===== src/rtl/spi_slave.sv =====
// SPI mode-0 target running on mclk. sclk, cs_n and mosi are oversampled
// through synchronizers; edges are detected in the mclk domain. Received words
// leave on a valid/ready port, transmit words enter a one-deep holding buffer.
module spi_slave #(
    parameter int DATA_WIDTH  = 8,
    parameter int SYNC_STAGES = 2,
    parameter int LSB_FIRST   = 1
) (
    input  logic                  mclk,
    input  logic                  reset,
    input  logic                  sclk,
    input  logic                  cs_n,
    input  logic                  mosi,
    output logic                  miso,
    input  logic [DATA_WIDTH-1:0] tx_data,
    input  logic                  tx_valid,
    output logic                  tx_ready,
    output logic [DATA_WIDTH-1:0] rx_data,
    output logic                  rx_valid,
    input  logic                  rx_ready,
    output logic                  busy,
    output logic                  overrun,
    output logic                  underrun
);

    localparam int CW = (DATA_WIDTH > 2) ? $clog2(DATA_WIDTH) : 1;
    localparam logic [CW-1:0] LAST_BIT = CW'(DATA_WIDTH - 1);

    typedef enum logic {
        IDLE,
        SHIFT
    } state_t;

    state_t state_q, state_d;

    logic [SYNC_STAGES-1:0] sclk_sync, cs_sync, mosi_sync;
    logic                   sclk_prev, cs_prev;
    logic                   sclk_s, cs_s, mosi_s;
    logic                   sclk_rise, sclk_fall, cs_rise, cs_fall;

    logic [CW-1:0]          count;
    logic [DATA_WIDTH-1:0]  rx_shift, rx_next;
    logic [DATA_WIDTH-1:0]  tx_shift, tx_shifted, load_word;
    logic [DATA_WIDTH-1:0]  hold_data;
    logic                   hold_full;
    logic                   load_first_bit, next_bit;

    logic                   start, stop, sample, shift, load, complete, accept;

    assign sclk_s    = sclk_sync[SYNC_STAGES-1];
    assign cs_s      = cs_sync[SYNC_STAGES-1];
    assign mosi_s    = mosi_sync[SYNC_STAGES-1];
    assign sclk_rise = sclk_s & ~sclk_prev;
    assign sclk_fall = ~sclk_s & sclk_prev;
    assign cs_rise   = cs_s & ~cs_prev;
    assign cs_fall   = ~cs_s & cs_prev;

    assign tx_ready  = ~hold_full;
    assign accept    = tx_valid & ~hold_full;
    assign busy      = (state_q == SHIFT);

    // Synchronizer chains plus one extra copy for edge detection.
    always_ff @(posedge mclk or negedge reset) begin
        if (!reset) begin
            sclk_sync <= '0;
            cs_sync   <= '1;
            mosi_sync <= '0;
            sclk_prev <= 1'b0;
            cs_prev   <= 1'b1;
        end else begin
            sclk_sync <= {sclk_sync[SYNC_STAGES-2:0], sclk};
            cs_sync   <= {cs_sync[SYNC_STAGES-2:0], cs_n};
            mosi_sync <= {mosi_sync[SYNC_STAGES-2:0], mosi};
            sclk_prev <= sclk_s;
            cs_prev   <= cs_s;
        end
    end

    // Frame state register.
    always_ff @(posedge mclk or negedge reset) begin
        if (!reset) begin
            state_q <= IDLE;
        end else begin
            state_q <= state_d;
        end
    end

    // Next state and per-cycle strobes; a cs_n rising edge masks sclk edges.
    always_comb begin
        state_d = state_q;
        start   = 1'b0;
        stop    = 1'b0;
        sample  = 1'b0;
        shift   = 1'b0;
        case (state_q)
            IDLE: begin
                if (cs_fall) begin
                    state_d = SHIFT;
                    start   = 1'b1;
                end
            end
            SHIFT: begin
                if (cs_rise) begin
                    state_d = IDLE;
                    stop    = 1'b1;
                end else begin
                    sample = sclk_rise;
                    shift  = sclk_fall;
                end
            end
            default: state_d = IDLE;
        endcase
    end

    // Shift-register datapath helpers, selected by bit order.
    always_comb begin
        load      = start | (shift & (count == '0));
        complete  = sample & (count == LAST_BIT);
        load_word = hold_full ? hold_data : '0;
        if (LSB_FIRST != 0) begin
            rx_next        = {mosi_s, rx_shift[DATA_WIDTH-1:1]};
            tx_shifted     = tx_shift >> 1;
            next_bit       = tx_shift[1];
            load_first_bit = load_word[0];
        end else begin
            rx_next        = {rx_shift[DATA_WIDTH-2:0], mosi_s};
            tx_shifted     = tx_shift << 1;
            next_bit       = tx_shift[DATA_WIDTH-2];
            load_first_bit = load_word[DATA_WIDTH-1];
        end
    end

    // Transmit side: holding buffer, shift register, miso and underrun.
    always_ff @(posedge mclk or negedge reset) begin
        if (!reset) begin
            hold_data <= '0;
            hold_full <= 1'b0;
            tx_shift  <= '0;
            miso      <= 1'b0;
            underrun  <= 1'b0;
        end else begin
            underrun <= 1'b0;
            if (accept) begin
                hold_data <= tx_data;
            end
            // An accept in the same cycle as a load keeps the new word.
            if (accept) begin
                hold_full <= 1'b1;
            end else if (load) begin
                hold_full <= 1'b0;
            end
            if (load) begin
                tx_shift <= load_word;
                miso     <= load_first_bit;
                underrun <= ~hold_full;
            end else if (shift) begin
                tx_shift <= tx_shifted;
                miso     <= next_bit;
            end else if (stop) begin
                miso <= 1'b0;
            end
        end
    end

    // Receive side: bit counter, assembly register, output word and overrun.
    always_ff @(posedge mclk or negedge reset) begin
        if (!reset) begin
            count    <= '0;
            rx_shift <= '0;
            rx_data  <= '0;
            rx_valid <= 1'b0;
            overrun  <= 1'b0;
        end else begin
            overrun <= 1'b0;
            if (start || stop) begin
                count <= '0;
            end else if (sample) begin
                count <= (count == LAST_BIT) ? '0 : count + 1'b1;
            end
            if (sample) begin
                rx_shift <= rx_next;
            end
            // A new word beats a simultaneous read; overrun only if unread and not taken.
            if (complete) begin
                rx_data  <= rx_next;
                rx_valid <= 1'b1;
                overrun  <= rx_valid & ~rx_ready;
            end else if (rx_valid && rx_ready) begin
                rx_valid <= 1'b0;
            end
        end
    end

endmodule


===== config.mk =====
export PLATFORM = sky130hd
export DESIGN_NAME = spi_slave
export DESIGN_NICKNAME = d
export VERILOG_FILES = /design/src/rtl/spi_slave.sv
export SDC_FILE = /design/constraint.sdc
export NUM_CORES = 1
export LEC_CHECK = 0
export CORE_UTILIZATION = 25
export CTS_BUF_LIST = sky130_fd_sc_hd__clkbuf_4 sky130_fd_sc_hd__clkbuf_8
export CTS_CLUSTER_DIAMETER = 200
export DETAILED_ROUTE_END_ITERATION = 7
export GPL_TIMING_DRIVEN = 0
export PLACE_DENSITY = 0.45
export SETUP_SLACK_MARGIN = 0.2
export SLEW_MARGIN = 20
export SYNTH_ARGS = -nofsm -noshare
export SYNTH_HDL_FRONTEND = slang
export SYNTH_SLANG_ARGS = --single-unit

===== constraint.sdc =====
create_clock -name mclk -period 4.9 [get_ports mclk]
set_input_delay 0.98 -clock mclk [delete_from_list [all_inputs] [get_ports mclk]]
set_output_delay 0.98 -clock mclk [all_outputs]
set_load 0.02 [all_outputs]

==> impl_metrics.csv, run 1 <==
group,metric,value,unit
outcome,status,"complete, no violations",
setup_path,path_delay_family,"buffers and inverters",
timing,tns,0,ns
global_routing,overflow,0,
drt,routed_wl,3330,um
yosys,synth_area_per_cell,13.7,um2
drt,drt_first_pass_iters,2,
timing,setup_ws,2.32,ns
global_routing,grt_use_met2,0.153,
layout,layout_commonest_cell,"dfrtp_1",
setup_path,crit_path_end_kind,"output pin",
worst_hold_path,hold_path_end,"sclk_sync[1]",
clocking,cts_tree,"done",
die,core,7690,um2
layout,fill_cells,794,
layout,n_antenna_cell,0,
drt,remaining_drc_errors,0,
yosys,ys_warn_count,0,
worst_hold_path,hp-class,"register to register",
timing,tightestPinTransition,0.497,ns
clocking,cts-resized-gates,0,
placed_design,detailed_place_hpwl,2440,um
global_routing,grt_use_met3,0.0276,
power_and_ir_drop,power.density,415,nW/um2
setup_path,rr_worst_depth,5,
yosys,ys_types,33,
timing,setup_viol,0,
run,maxCapViolCount,0,
setup_path,max_stage_delay,0.54,ns
setup_path,path_max_fanout,10,
global_routing,met1_usage,0.103,
die,die-height,91.0,um
global_routing,grt_pass1_vias,1292,
setup_path,critical_path_class,"register to output pin",
clocking,htree_levels,2,
drt,drt_iter0_markers,24,
clocking,clk-insertion-delay-late,0.29,ns
clocking,cts.clk_slew.worst_paths,0.08,ns
drt,wire_per_inst,11.7,um
drt,num_vias,1158,
timing,slew_violations,0,
timing,fin_crit,2.58,ns
drt,post_drt_via_cell_ratio,4.08,
layout,drive_above_1_share,0.258,
die,core.rowCount,32,
setup_path,path_cells,"clkbuf_1 -> inv_1 -> clkdlybuf4s50_1",
setup_path,cp.arrival,1.60,ns
clocking,root_buffer,"clkbuf_8",
timing,max_slew_margin,0.668,
global_routing,grt_pass1_wl,5890,um
power_and_ir_drop,vdd_ir_drop_max,0.158,mV
setup_path,rrSetupSlack,3.25,ns
clocking,cts_made_buffers,5,
placed_design,place.gp.congestion,0.737,
timing,timing.fmax,387,MHz
global_routing,grt_max_degree,28,
die,ios,29,
die,die-area,8280,um2
placed_design,post-place-ws,2.47,ns
setup_path,reg2reg_to,"rx_data[7]",
yosys,synth_seq_area_share,0.596,
setup_path,worstPathRequired,3.92,ns
timing,hold_violations,0,
setup_path,startpoint_type,"register",
power_and_ir_drop,power.leakage,1.12,nW
yosys,synth_fp_nets,163,
clocking,holdBufCountCts,0,
yosys,yosys_register_bits,47,
yosys,netlist_area,1980,um2
yosys,syn_inst,145,
timing,skew,0.00480,ns
die,initial_core_util,0.258,
placed_design,port-buffer-count,28,
clocking,cts_sinks,47,
layout,area_delta_synth_final,25.8,%
setup_path,path_buf_inv,3,
worst_hold_path,hp-start,"sclk_sync[0]",
global_routing,grt-busiest-layer,"met2",
setup_path,reg2reg_from,"cs_prev",
clocking,postCtsSetupRepairBufs,0,
setup_path,cp_slowest_cell,"clkdlybuf4s50_1",
layout,fin_nets,199,
drt,ant_nets,0,
timing,final.period_utilization,0.527,
worst_hold_path,holdPathStages,0,
global_routing,grt_use_total,0.0883,
layout,layout_common_cells,"dfrtp_1, clkdlybuf4s50_1, mux2_2",
timing,rsz0062_at_grt,"false",
clocking,clk_path_buf_depth,2,
global_routing,antenna_found_initial,0,
die,chipWidth,91.0,um
## sequential cells by signal, summed over array words and instances, names as in the netlist
register	count
busy	1
count	3
cs_prev	1
cs_sync	2
hold_data	8
hold_full	1
miso	1
mosi_sync	2
overrun	1
rx_data	8
rx_shift	7
rx_valid	1
sclk_prev	1
sclk_sync	2
tx_shift	7
underrun	1
## cell type report
type                            count  area (um2)  area share
Clock inverter                      1        5.00     0.00201
Tap cell                          102         128      0.0512
Timing Repair Buffer               29         295       0.118
Multi-Input combinational cell     83         734       0.295
Inverter                           10        37.5      0.0151
Buffer                              5        28.8      0.0115
Clock buffer                        7        83.8      0.0336
Sequential cell                    47        1180       0.473
## per-stage QoR
| step | area, um2 | total power, mW | hold slack, ns | cells | util |
|---|---|---|---|---|---|
| 2_1_floorplan | 1980 | 0.727 | 0.331 | 145 | - |
| 6_report | 2490 | 1.03 | 0.353 | 284 | 0.324 |
| 4_1_cts | 2490 | 1.06 | 0.356 | 284 | 0.324 |
| 3_5_place_dp | 2400 | 0.815 | 0.335 | 276 | 0.313 |
| 3_3_place_gp | 2390 | 0.799 | 0.335 | 275 | 0.311 |
| 5_1_grt | 2490 | 1.11 | 0.365 | 284 | 0.324 |
## routing by layer
layer,up-vias,share of wire
li1,562,-
met5,-,0
met1,563,0.46
met3,5,0.043
met2,28,0.48
met4,0,0.011
## cell usage after synthesis
library cell,instances,area share
maj3_1,1,0.0051
inv_1,10,0.019
mux2_4,9,0.068
ha_1,3,0.019
o31ai_1,1,0.0038
a211o_2,1,0.0051
a21oi_4,1,0.0082
nor3b_2,1,0.0063
nand2b_1,3,0.0095
mux2i_1,7,0.035
or3b_2,1,0.0044
nor2_1,1,0.0019
o21bai_1,1,0.0038
dfrtp_1,44,0.56
o21ai_0,4,0.010
buf_2,2,0.0051
nor3_1,1,0.0025
nand2_1,12,0.023
o21ai_1,3,0.0076
nor2b_1,1,0.0032
a41oi_2,1,0.0082
dfstp_2,3,0.040
buf_6,1,0.0057
nand4_1,1,0.0032
and2_1,6,0.019
or2_1,1,0.0032
clkbuf_1,2,0.0038
nand4b_4,1,0.012
o22ai_1,1,0.0032
or3_1,1,0.0032
nand2b_4,1,0.0069
mux2_2,15,0.085
a21oi_1,4,0.010
## worst max-delay path by stage
stage / from / endpoint / cells past startpoint
after floorplan: tx_valid / hold_data[0] / 3
after global placement: reset / hold_data[5] / 1
after detailed placement: tx_valid / hold_data[6] / 4
after CTS: hold_full / tx_ready / 3
after global routing: hold_full / tx_ready / 3
final: hold_full / tx_ready / 3
## kinds of logic (layout without fill, tap and decap cells)
family,count (synthesis),in the layout,share of synthesized area
AND/OR/NAND/NOR,31,31,0.0979
adder cells (fa/ha/maj),4,4,0.0240
buffers and inverters,15,52,0.0335
flip-flops,47,47,0.596
AO/OA/AOI/OAI,17,17,0.0600
multiplexers,31,31,0.189
## report_power, final
group          total, mW  switching [mW]  internal, mW
Sequential         0.547          0.0587         0.488
Clock              0.233           0.122         0.111
Combinational      0.253           0.110         0.143
Total               1.03           0.291         0.742
## worst reg2reg max path, cell delays in order, from the launching register on
cell and delay (ns):
dfstp_2 0.56, nand2b_4 0.16, nand4b_4 0.12, or2_1 0.24, buf_6 0.16, mux2_4 0.30
No activity file was read; power rests on OpenSTA's default activity.
==> run 2, diff against run 1 <==
==> constraint.sdc (replaced) <==
create_clock -name mclk -period 2.4 [get_ports mclk]
set_input_delay 0.48 -clock mclk [delete_from_list [all_inputs] [get_ports mclk]]
set_output_delay 0.48 -clock mclk [all_outputs]
set_load 0.02 [all_outputs]
==> run 2 against run 1 <==
Compared with the run above:
- register-to-register slack worse by 2.5 ns
- cell count unchanged
- final area about the same
- utilization about the same
- routed wire length down 0.36%
- non-clock buffer count unchanged
- highest routed layer unchanged
==> impl_metrics.csv, run 2 (synthesis gave the netlist of run 1 again) <==
group,metric,value,unit
drt,post_drt_via_cell_ratio,4.09,
timing,final.period_utilization,0.844,
power_and_ir_drop,pwr-share-seq,0.528,
timing,rsz0062_at_grt,"false",
run,maxCapViolCount,0,
clocking,cts_made_buffers,5,
power_and_ir_drop,switchingPower,0.593,mW
outcome,status,"complete, no violations",
global_routing,grt_pass1_vias,1292,
drt,remaining_drc_errors,0,
power_and_ir_drop,vdd_ir_drop_max,0.326,mV
timing,setup_viol,0,
setup_path,cp_slowest_cell,"clkdlybuf4s50_1",
die,ios,29,
power_and_ir_drop,p_clk_frac,0.226,
worst_hold_path,hp-class,"input port to asynchronous set/reset pin",
clocking,clk-insertion-delay-late,0.29,ns
power_and_ir_drop,cellInternalPower,1.52,mW
timing,slew_violations,0,
drt,routed_wl,3320,um
drt,wire_per_inst,11.7,um
timing,max_slew_margin,0.661,
layout,layout_commonest_cell,"dfrtp_1",
power_and_ir_drop,p_comb_frac,0.245,
die,core.rowCount,32,
layout,fill_cells,793,
layout,area_delta_synth_final,25.9,%
layout,drive_above_1_share,0.264,
die,die-height,91.0,um
drt,drt_iter0_markers,24,
setup_path,path_max_fanout,10,
setup_path,startpoint_type,"register",
layout,fin_util,0.324,
die,chipWidth,91.0,um
timing,hold_violations,0,
drt,drt_first_pass_iters,4,
power_and_ir_drop,power.leakage,1.12,nW
clocking,htree_levels,2,
clocking,cts_sinks,47,
clocking,cts_tree,"done",
power_and_ir_drop,swShare,0.281,
power_and_ir_drop,total_power,2.11,mW
die,die-area,8280,um2
clocking,cts.clk_slew.worst_paths,0.08,ns
global_routing,grt_pass1_wl,5890,um
setup_path,critical_path_class,"register to output pin",
layout,largestRegisters,"hold_data (8), rx_data (8)",
placed_design,detailed_place_hpwl,2440,um
die,initial_core_util,0.258,
timing,skew,0.00681,ns
clocking,root_buffer,"clkbuf_8",
global_routing,grt_use_total,0.0883,
drt,ant_nets,0,
placed_design,port-buffer-count,28,
power_and_ir_drop,power.density,847,nW/um2
global_routing,antenna_found_initial,0,
layout,fin_nets,199,
die,core,7690,um2
layout,layout_common_cells,"dfrtp_1, clkdlybuf4s50_1, mux2_2",
timing,timing.fmax,494,MHz
clocking,clk_path_buf_depth,2,
timing,fin_crit,2.03,ns
placed_design,place.gp.congestion,0.737,
setup_path,cp.arrival,1.55,ns
setup_path,worstPathRequired,1.92,ns
layout,n_antenna_cell,0,
global_routing,grt_max_degree,28,
drt,num_vias,1161,
global_routing,overflow,0,
timing,tightestPinTransition,0.509,ns
setup_path,crit_path_end_kind,"output pin",
setup_path,path_cells,"clkbuf_2 -> inv_1 -> clkdlybuf4s50_1",
setup_path,max_stage_delay,0.60,ns
==> run 2: power by group through the flow <==
stage	logic (mW)	registers [mW]	clock network, mW
2_1_floorplan	0.377	1.11	0
3_3_place_gp	0.502	1.13	0
3_5_place_dp	0.528	1.14	0
4_1_cts	0.528	1.12	0.505
5_1_grt	0.582	1.15	0.529
6_report	0.518	1.12	0.478
==> run 2: layout make-up <==
| class | instances | area [um2] | share of cell area |
|---|---|---|---|
| buffer | 5 | 30.0 | 0.0120 |
| clock buffer | 7 | 83.8 | 0.0336 |
| clock inverter | 1 | 5.00 | 0.00201 |
| inverter | 10 | 37.5 | 0.0151 |
| multi-input combinational | 83 | 734 | 0.295 |
| sequential | 47 | 1180 | 0.473 |
| tap | 102 | 128 | 0.0512 |
| timing repair buffer | 29 | 295 | 0.118 |
==> run 2: worst paths after layout <==
path                         startpoint           end  slack, ns  depth (start not counted)
max in group asynchronous         reset   tx_shift[6]       1.73                          2
setup / recovery              hold_full      tx_ready       0.37                          3
hold / removal                    reset   rx_shift[1]       0.15                          1
hold reg to reg            mosi_sync[0]  mosi_sync[1]       0.35                          0
setup reg to reg                cs_prev    rx_data[7]       0.75                          5
min in group mclk          mosi_sync[0]  mosi_sync[1]       0.35                          0
==> run 2: timing repair <==
| item | CTS | global route |
|---|---|---|
| resized for setup | 0 | 2 |
| buffers inserted | 0 | 0 |
| endpoints found under the hold margin | 0 | 0 |
| hold buffers | 0 | 0 |
| setup endpoints to repair | 0 | 1 |
==> run 2: metal layers <==
layer  share of wire  wire length [um]  track usage
met5               0                 0            0
met4           0.011                35       0.0291
met3           0.043               141       0.0276
met2            0.49              1610        0.153
met1            0.46              1530        0.103
==> run 2: per-stage QoR <==
stage / std cells / setup TNS [ns] / hold slack, ns / worst slack [ns] / area (um2)
2_1_floorplan: 145 / 0 / 0.184 / 0.833 / 1980
3_3_place_gp: 275 / -18.83 / 0.335 / -0.431 / 2390
3_5_place_dp: 276 / 0 / 0.335 / 0.471 / 2400
4_1_cts: 284 / 0 / 0.157 / 0.287 / 2490
5_1_grt: 284 / 0 / 0.170 / 0.268 / 2490
6_report: 284 / 0 / 0.148 / 0.374 / 2490
==> run 2: worst max-delay path, delay by kind of cell, from the launching register on <==
family	cells	cell delay, ns
buffers and inverters	3	0.85
flip-flops	1	0.40
==> run 3, diff against run 2 <==
--- a/config.mk
+++ b/config.mk
@@ -10,7 +10,7 @@
 export CTS_CLUSTER_DIAMETER = 200
 export DETAILED_ROUTE_END_ITERATION = 7
 export GPL_TIMING_DRIVEN = 0
-export PLACE_DENSITY = 0.45
+export PLACE_DENSITY = 0.46
 export SETUP_SLACK_MARGIN = 0.2
 export SLEW_MARGIN = 20
 export SYNTH_ARGS = -nofsm -noshare
==> constraint.sdc (replaced) <==
create_clock -name mclk -period 1.75 [get_ports mclk]
set_input_delay 0.35 -clock mclk [delete_from_list [all_inputs] [get_ports mclk]]
set_output_delay 0.35 -clock mclk [all_outputs]
set_load 0.02 [all_outputs]
==> run 3 against run 2 <==
Compared with the run above:
- cell count rose by 3.9%
- clock power increased by 52%
- routed wire length is 0.12% higher
- critical path type is now register to register
- final area is 6.2% higher
- utilization grew 2.0 points
- hold slack worse by 0.083 ns
- register-to-register slack got worse by 0.61 ns
- combinational power is 46% higher
- global-route usage down 0.15 points
==> impl_metrics.csv, run 3 (synthesis gave the netlist of run 1 again) <==
group,metric,value,unit
setup_path,rr_worst_depth,5,
setup_path,crit_path_end_kind,"register",
drt,wire_per_inst,11.3,um
die,core.rowCount,32,
die,die-height,91.0,um
clocking,cts_made_buffers,5,
global_routing,grt_pass1_vias,1233,
drt,ant_nets,0,
global_routing,met1_usage,0.118,
die,ios,29,
clocking,root_buffer,"clkbuf_8",
setup_path,cp.arrival,1.79,ns
global_routing,antenna_found_initial,0,
die,die-area,8280,um2
global_routing,grt-busiest-layer,"met2",
power_and_ir_drop,vdd_ir_drop_max,0.534,mV
timing,holdWs,0.0646,ns
clocking,htree_levels,2,
timing,setup_viol,0,
run,maxCapViolCount,0,
timing,hold_violations,0,
die,initial_core_util,0.258,
clocking,cts.clk_slew.worst_paths,0.08,ns
global_routing,grt_use_met2,0.132,
global_routing,grt_max_degree,48,
layout,drive_above_1_share,0.352,
global_routing,grt_pass1_wl,5780,um
layout,layout_common_cells,"dfrtp_1, mux2_2, clkdlybuf4s50_1, dlygate4sd2_1, nand2_1",
layout,n_antenna_cell,0,
setup_path,path_buf_inv,1,
placed_design,place.gp.congestion,0.662,
setup_path,reg2reg_to,"rx_data[2]",
outcome,status,"complete, no violations",
setup_path,worstPathRequired,1.93,ns
layout,layout_commonest_cell,"dfrtp_1",
clocking,clk_path_buf_depth,2,
setup_path,reg2reg_from,"cs_prev",
die,core,7690,um2
timing,fin_crit,1.61,ns
clocking,holdBufCountCts,0,
setup_path,rrSetupSlack,0.14,ns
layout,area_delta_synth_final,33.7,%
global_routing,overflow,0,
setup_path,path_cells,"nand2b_4 -> nand4b_4 -> or2_4 -> buf_6 -> mux2_4",
timing,final.period_utilization,0.921,
setup_path,critical_path_class,"register to register",
clocking,cts_tree,"done",
worst_hold_path,hp-class,"input port to asynchronous set/reset pin",
setup_path,path_delay_family,"flip-flops",
drt,remaining_drc_errors,0,
drt,drt_first_pass_iters,2,
power_and_ir_drop,power.density,1140,nW/um2
timing,timing.fmax,621,MHz
timing,rsz0062_at_grt,"true",
placed_design,port-buffer-count,28,
clocking,cts_sinks,47,
clocking,clk-insertion-delay-late,0.29,ns
die,chipWidth,91.0,um
drt,drt_iter0_markers,30,
drt,routed_wl,3320,um
drt,post_drt_via_cell_ratio,4.03,
setup_path,startpoint_type,"register",
timing,skew,0.00531,ns
timing,slew_violations,0,
setup_path,path_max_fanout,5,
global_routing,grt_use_total,0.0867,
global_routing,grt_use_met3,0.0260,
drt,num_vias,1189,
timing,tightestPinTransition,0.597,ns
timing,max_slew_margin,0.602,
layout,fin_util,0.345,
layout,fin_nets,210,
setup_path,max_stage_delay,0.55,ns
power_and_ir_drop,power.leakage,1.25,nW
placed_design,detailed_place_hpwl,2110,um
setup_path,cp_slowest_cell,"dfstp_2",
layout,largestRegisters,"hold_data (8), rx_data (8)",
[run 3: cell types whose count changed in the layout (fill, tap and decap cells not counted), moves of 3 or more]
cell	delta
buf_2	-3
buf_4	+9
buf_6	+5
clkdlybuf4s50_1	-14
dlygate4sd2_1	+13
ha_1	-3
o21ai_0	-3
o21ai_1	+3
[run 3: area by class of cell]
class                   instances  area, um2
flip-flops and latches         47       1180
well taps                     102        128
repair buffers                 40        362
clock buffers                   8        104
multi-input cells              83        790
fillers                       764       5040
inverters                      10       37.5
plain buffers                   5       47.5
[run 3: repair_timing]
item | in CTS | in global routing
buffers inserted | 7 | 4
gates cloned | 1 | 0
gates resized for setup | 21 | 24
setup endpoints to repair | 31 | 36
hold endpoints to repair | 0 | 0
pin swaps | 2 | 8
[run 3: where the power goes]
group | switching [mW] | leakage [nW] | internal, mW
registers | 0.176 | 0.593 | 1.37
logic | 0.320 | 0.600 | 0.435
clock network | 0.350 | 0.0549 | 0.377
total | 0.847 | 1.25 | 2.18
[run 3: worst max path at each step]
stage                    from           end  slack, ns  cells after the start
finish                cs_prev    rx_data[2]       0.14                      5
global route          cs_prev    rx_data[2]        0.1                      5
CTS                 hold_full      tx_ready       0.10                      3
detailed placement   tx_valid  hold_data[5]      -0.08                      4
global placement        reset  hold_data[6]      -1.13                      1
floorplan             cs_prev    rx_data[0]       0.18                      5
[run 3: worst register-to-register path, delay by kind of cell (launching register included)]
kind / cells / cell delay, ns
mux: 1 / 0.29
flops: 1 / 0.55
buf+inv: 1 / 0.14
simple gates: 3 / 0.52
[run 3: through the flow]
stage	setup WS (ns)	TNS, ns	cells	total power [mW]	area, um2
floorplan	0.183	0	145	2.04	1980
global placement	-1.13	-52.19	275	2.26	2390
detailed placement	-0.0842	-0.649	275	2.27	2390
finish	0.139	0	295	3.03	2650
CTS	0.100	0	291	3.03	2560
global route	0.0989	0	295	3.25	2650
[run 3: routing by layer]
| layer | part of all wire | wire length [um] |
|---|---|---|
| met1 | 0.49 | 1630 |
| met2 | 0.45 | 1510 |
| met3 | 0.045 | 149 |
| met4 | 0.0081 | 27 |
| met5 | 0 | 0 |
==> patch (settings of run 2) <==
`DATA_WIDTH`: 8 -> 4.
--- a/src/rtl/spi_slave.sv
+++ b/src/rtl/spi_slave.sv
@@ -2,7 +2,7 @@
 // through synchronizers; edges are detected in the mclk domain. Received words
 // leave on a valid/ready port, transmit words enter a one-deep holding buffer.
 module spi_slave #(
-    parameter int DATA_WIDTH  = 8,
+    parameter int DATA_WIDTH  = 4,
     parameter int SYNC_STAGES = 2,
     parameter int LSB_FIRST   = 1
 ) (
Interface: changed (resized rx_data and tx_data); port bits go from 29 to 21. No check against the original RTL was run, so the function may have changed too.
==> patch against run 2 <==
  * Wire length shrank 44%
  * Synthesized area is 38% lower
  * Total power fell by 33%
  * Clock power down 14%
  * Cell area down 35%
  * Sequential share of layout area decreased by 0.46 points
  * Setup slack improved by 23 ps
  * Sequential cell count decreased by 17
  * Critical path type unchanged
  * Global-route usage decreased by 0.19 points
  * Sequential power shrank 39%
  * Via count fell by 35%
  * Non-clock buffer count down 10
  * Largest cell class unchanged
==> patch: results <==
[placed_design]
routabilityCongestion = 0.659
io_buffers = 20
dp_hpwl_mm = 1.37
dpl_worst_slack_ps = 597

[grt]
grt_pass1_vias = 727
grt_use_met3_pct = 5.00

[logic_synthesis]
yosys-top-cells-area = dfrtp_1 (55%), dfstp_2 (6.4%), mux2_2 (6.4%)
synthAdderAreaFrac_pct = 2.02
synth_nets = 108
ys_types = 29
seq_area_frac_synth_pct = 61.0
synth_compound_area_share_pct = 6.38
synthTopCellsByCount = dfrtp_1 (27), mux2_2 (7), nor2_1 (7)

[sta]
hold_ws_ps = 236
finClkSkew_ps = 6.02
fin_crit_ps = 2000
tightest_slew_ps = 651

[power]
max-vdd-ir-drop_uv = 376
powerDensity_nw_per_um2 = 885
switching_power_w = 0.000379

[final_layout]
fillers = 498
drive_gt1_share_pct = 24.4
top_regs = hold_data (4), rx_data (4)

[route]
vias = 757
drt_wl_total_mm = 1.87
drtIter0Drc = 22

[critical_path]
crit_arrival_ps = 1520
path_max_fanout = 9

[clock_network]
insertion_delay_ps = 270
clkTransAtPathRegs_ps = 60

[run_status]
status = finished clean

[die]
coreArea_sq_um = 4750
## patch: cell count changes after synthesis, moves of 3 or more
cell,run 2,this run
and2_1,6,0
mux2_2,15,7
inv_1,10,5
o21ai_1,3,0
mux2i_1,7,1
mux2_4,9,4
nor2_1,1,7
nand2_1,12,6
dfrtp_1,44,27
## patch: final cells by class
| type | instances | area (sq um) | area share [%] |
|---|---|---|---|
| multi-input cells | 56 | 439 | 27.3 |
| well taps | 67 | 83.8 | 5.21 |
| flip-flops and latches | 30 | 754 | 46.9 |
| clock buffers | 7 | 90.1 | 5.59 |
| repair buffers | 20 | 195 | 12.1 |
| inverters | 5 | 18.8 | 1.17 |
| clock inverters | 1 | 5.00 | 0.311 |
| plain buffers | 4 | 23.8 | 1.48 |
## patch: worst max-delay path: cells and delay by family (launching register included)
kind	cells	cell delay (ps)
buf+inv	3	890
flops	1	360
## patch: per-stage QoR
| stage | util (%) | std cells | power, W | instance area, sq um |
|---|---|---|---|---|
| CTS | 33.9 | 190 | 0.00145 | 1610 |
| global placement | 32.0 | 182 | 0.00102 | 1520 |
| detailed placement | 31.9 | 182 | 0.00103 | 1520 |
| finish | 33.9 | 190 | 0.00142 | 1610 |
| floorplan | - | 95 | 0.000910 | 1240 |
| global route | 33.9 | 190 | 0.00153 | 1610 |
## patch: metal layers
metal	wire length [microns]	up-vias
li1	-	374
met5	0	-
met4	28	0
met2	901	14
met3	96	4
met1	845	365
## patch: power by group through the flow
stage | combinational, W | sequential [W] | clock, W
after floorplan | 0.000211 | 0.000699 | 0
after global placement | 0.000327 | 0.000693 | 0
after detailed placement | 0.000332 | 0.000698 | 0
after CTS | 0.000333 | 0.000689 | 0.000430
after global routing | 0.000364 | 0.000703 | 0.000460
final | 0.000327 | 0.000688 | 0.000410
